**src/rtl/ovl_win_rd_responder.sv**
```systemverilog
// ovl_win_rd_responder
//   Read responder for the rd/rd_ack windowed-read protocol. A level-held rd
//   request is answered with rd_ack after a programmable latency. data_out is
//   frozen from the cycle rd is first sampled high until rd_ack deasserts, so
//   the block can feed a win_unchange checker directly
//   (start_event=rd, test_expr=data_out, end_event=rd_ack).
//
//   Optional feature macro: OVL_RESP_STATS_EN
//     defined     -> ack_count is a saturating 8-bit completion counter
//     not defined -> ack_count is tied to 0, no counter register exists
//
// Ports
//   clock      in   sole clock, rising edge
//   reset      in   synchronous, active-high reset
//   enable     in   low: FSM, latency counter and buffer hold their values
//   rd         in   read request, held until rd_ack is seen
//   rd_ack     out  registered acknowledge, held until rd drops
//   data_out   out  registered read data (one-entry prefetch buffer)
//   lat        in   acknowledge latency, sampled when a request is accepted
//   src_data   in   prefetch data from upstream
//   src_valid  in   src_data valid
//   src_ready  out  combinational: src_data is loaded this cycle if valid
//   underrun   out  one-cycle pulse: request accepted with no fresh data
//   ack_count  out  completed-transaction count
module ovl_win_rd_responder #(
  parameter int WIDTH = 8,
  parameter int LAT_W = 4
) (
  input  logic             clock,
  input  logic             reset,
  input  logic             enable,
  input  logic             rd,
  output logic             rd_ack,
  output logic [WIDTH-1:0] data_out,
  input  logic [LAT_W-1:0] lat,
  input  logic [WIDTH-1:0] src_data,
  input  logic             src_valid,
  output logic             src_ready,
  output logic             underrun,
  output logic [7:0]       ack_count
);

  typedef enum logic [1:0] {IDLE, WAIT, ACK} state_t;

  state_t             state_q, state_d;
  logic [LAT_W-1:0]   cnt_q, cnt_d;
  logic               dv_q, dv_d;
  logic               rd_ack_q, rd_ack_d;
  logic               underrun_q, underrun_d;
  logic [WIDTH-1:0]   data_q, data_d;
  logic               load;

  // Loading is only possible in IDLE with no request pending, which is what
  // keeps data_out frozen across the whole rd..rd_ack window.
  assign src_ready = enable & ~reset & (state_q == IDLE) & ~rd & ~dv_q;
  assign load      = src_valid & src_ready;

  always_comb begin
    state_d    = state_q;
    cnt_d      = cnt_q;
    dv_d       = dv_q;
    rd_ack_d   = rd_ack_q;
    underrun_d = 1'b0;
    data_d     = data_q;
    if (enable) begin
      case (state_q)
        IDLE: begin
          if (rd) begin
            state_d    = WAIT;
            cnt_d      = lat;
            underrun_d = ~dv_q;
          end else if (load) begin
            data_d = src_data;
            dv_d   = 1'b1;
          end
        end
        WAIT: begin
          // Abort leaves data_valid set: the buffered word is not consumed.
          if (!rd) begin
            state_d = IDLE;
          end else if (cnt_q == '0) begin
            state_d  = ACK;
            rd_ack_d = 1'b1;
          end else begin
            cnt_d = cnt_q - LAT_W'(1);
          end
        end
        ACK: begin
          if (!rd) begin
            state_d  = IDLE;
            rd_ack_d = 1'b0;
            dv_d     = 1'b0;
          end
        end
        default: state_d = IDLE;
      endcase
    end
  end

  always_ff @(posedge clock) begin
    if (reset) begin
      state_q    <= IDLE;
      cnt_q      <= '0;
      dv_q       <= 1'b0;
      rd_ack_q   <= 1'b0;
      underrun_q <= 1'b0;
      data_q     <= '0;
    end else begin
      state_q    <= state_d;
      cnt_q      <= cnt_d;
      dv_q       <= dv_d;
      rd_ack_q   <= rd_ack_d;
      underrun_q <= underrun_d;
      data_q     <= data_d;
    end
  end

  assign rd_ack   = rd_ack_q;
  assign underrun = underrun_q;
  assign data_out = data_q;

`ifdef OVL_RESP_STATS_EN
  function automatic logic [7:0] sat_inc8(input logic [7:0] v);
    return (v == 8'hFF) ? v : v + 8'd1;
  endfunction

  logic [7:0] ack_cnt_q;
  logic       ack_done;

  // Completion is the ACK->IDLE transition.
  assign ack_done = enable & (state_q == ACK) & ~rd;

  always_ff @(posedge clock) begin
    if (reset)         ack_cnt_q <= 8'd0;
    else if (ack_done) ack_cnt_q <= sat_inc8(ack_cnt_q);
  end

  assign ack_count = ack_cnt_q;
`else
  assign ack_count = 8'd0;
`endif

endmodule

```
**config.mk**
```make
export PLATFORM = sky130hd
export DESIGN_NAME = ovl_win_rd_responder
export DESIGN_NICKNAME = d
export VERILOG_FILES = /design/src/rtl/ovl_win_rd_responder.sv
export SDC_FILE = /design/constraint.sdc
export NUM_CORES = 1
export LEC_CHECK = 0
export CORE_UTILIZATION = 38
export DETAILED_ROUTE_END_ITERATION = 10
export PLACE_DENSITY = 0.74
export SYNTH_ARGS = -nofsm -noshare
export SYNTH_HDL_FRONTEND = slang
export SYNTH_SLANG_ARGS = --single-unit
```
**constraint.sdc**
```tcl
create_clock -name clock -period 1.8 [get_ports clock]
set_clock_uncertainty 0.15 [all_clocks]
set_input_delay 0.45 -clock clock [delete_from_list [all_inputs] [get_ports clock]]
set_output_delay 0.45 -clock clock [all_outputs]
set_load 0.05 [all_outputs]
```
==> reports/results.txt <==
CTS tree - yes
Minimum clock period - 1.88 ns
Die height - 50.9 um
Total GRT Usage - 0.196
Simple-Gate Fraction of Synth Area - 0.276
Clock sink total - 17
Crit share post-route - 1.04
Setup slack after layout - -0.0809 ns
P per Cell Area - 611 nW/um^2
Critical path capture point type - primary output
Max-cap violations - 0
Post-synth top area share - 0.374
Routed wire length - 2260 um
Failing checks - negative setup slack
Crit-path cells - buf_4 -> or3b_4 -> nor2_4 -> buf_12
Root buf cell - clkbuf_4
Initial antenna violation count - 0
Later-pin clock latency in the skew report - 0.29 ns
Core area - 2230 um^2
RSZ-0062 raised after global routing - true
Leak - 0.000557 uW
Chip Width - 50.9 um
Place WS - -0.611 ns
Vias after detailed routing - 895
Inst Count DP - 163
Crit start category - input pin
Post-synthesis compound-gate area fraction - 0.173
Vias per inst - 5.30
GR Overflow Total - 0
Area delta synth->final - 56.5%
Setup CP Type - in -> out
Non-Filler Instances - 169
Share of layout cells above drive strength 1 - 0.305
Critical Path Max Stage Delay - 0.41 ns
Vias in the first global route - 865
First-pass GRT wire length - 3820 um
Sequential area share after synthesis - 0.374
Initial Util - 0.407
Cell area after synthesis - 910 um^2
Crit path max-delay family - simple AND/OR/NAND/NOR gates
Critical Path AT - 1.28 ns
Final Hold Vio Count - 0
Synth area leader - dfxtp_1
Post-Synth XOR/XNOR Area - 0
Most numerous cell in the Yosys netlist - dfxtp_1
Crit path buf inv count - 2
Gpl congestion - 0.729
Max Root-Sink Buffers - 2
CP max-delay cell - or3b_4
Rows - 17
Most frequent cells after synthesis - 17 x dfxtp_1, 8 x a21oi_1, 8 x buf_4, 8 x nor2b_1
Min Hold Slack - 0.309 ns
ANT nets after route - 0
Register bit total from synthesis - 17
Main combinational cell family by area after synthesis - simple AND/OR/NAND/NOR gates
DR iter-0 viols - 17
Adder-cell share of the synthesized area - 0.0138
Worst Path Required - 1.20 ns
Drt drc - 0
Clk pin slew, worst setup/hold paths - 0.11 ns
Pre-antenna DRT Iters - 5
ANT cells - 0
Post-synth EDFFs - 0
Number of synthesis warnings - 0
Ports - 36
H-tree depth - 1
Wire per inst - 13.4 um
Cell count after synthesis - 101
Ranking of synthesized cells by area - dfxtp_1 37%, buf_4 6.6%, nor2b_1 5.5%, a21oi_1 4.4%, mux2_2 3.7%
IO Port Bufs - 27
Outcome - finished, violations left
Max VDD drop - 0.000437 V
Post-synth ARST share - 0
Area of the die - 2590 um^2
Num CTS Buffers - 3
Hold Crit Class - in -> reg
Syn_area_per_cell - 9.01 um^2
Mux contribution to synthesized area - 0.0495
Largest fanout on the critical path - 6
Dominant synthesized flop cell - dfxtp_1
Post-DP HPWL - 1670 um
F_max - 0.532 GHz
Final setup fails - 1
Setup TNS - -0.0809 ns
Max-slew violations - 0
Worst R2R Setup Slack - 0.09 ns
Largest net degree at the start of global routing - 20
Nets - 160
Number of distinct library cells after synthesis - 35
## worst min-delay path, delay by kind of cell
family          cells  cell delay, ns
simple gates        1            0.07
compound gates      1            0.06
buf+inv             1            0.13
## per-stage QoR
step | util | power [uW] | cell area (um^2)
global placement | 0.618 | 658 | 1380
finish | 0.638 | 871 | 1420
detailed placement | 0.618 | 663 | 1380
global route | 0.638 | 910 | 1420
CTS | 0.635 | 874 | 1420
floorplan | - | 566 | 960
## state kept, by name, indices dropped and copies added, names as in the netlist
name	count
data_out	8
cnt_q	4
state_q	2
dv_q	1
rd_ack	1
underrun	1
## layout make-up
type / instances / area [um^2]
Clock buffer: 3 / 22.5
Clock inverter: 1 / 5.00
Fill cell: 195 / 810
Inverter: 4 / 15.0
Multi-Input combinational cell: 73 / 518
Sequential cell: 17 / 340
Tap cell: 28 / 35.0
Timing Repair Buffer: 43 / 488
## repair_timing
action / 4_1_cts / 5_1_grt
setup buffers: 2 / 0
resized for setup: 15 / 1
hold buffers: 0 / 0
pin swaps: 3 / 0
endpoints found under the setup margin: 9 / 2
## per-layer routing
metal / GRT usage / up-vias / routed length (um)
li1: - / 439 / -
met1: 0.252 / 430 / 1050
met2: 0.325 / 24 / 1110
met3: 0.0268 / 2 / 67
met4: 0.0833 / 0 / 27
met5: 0 / - / 0
## cells by family after synthesis
group	Yosys count
simple gates	36
compound gates	24
buf+inv	18
flops	17
mux	4
fa+ha+maj	1
other cells	1
## cells in the final DEF, fill, tap and decap left out, types with 3 or more instances in the layout
cell type         n
dfxtp_1          17
buf_4            17
clkdlybuf4s50_1  13
buf_12           11
nor2b_1           8
a21oi_1           8
conb_1            8
nand4_1           5
inv_1             4
o31ai_1           4
mux2_2            3
a211oi_1          3
o21ai_0           3
nand2b_1          3
clkbuf_4          3
## path summary, 6_finish.rpt
path              start           to  cells after the start
max                  rd    src_ready                      4
min                  rd   state_q[1]                      3
max reg2reg  state_q[0]  data_out[1]                      4
min reg2reg    cnt_q[1]     cnt_q[1]                      2
## where the power goes
part | total (uW) | switching (uW) | leakage [uW] | internal, uW
Combinational | 261 | 140 | 0.000401 | 121
Clock | 206 | 123 | 0.0000177 | 82.5
Sequential | 404 | 13.2 | 0.000138 | 391
(Power assumes the default switching activity.)
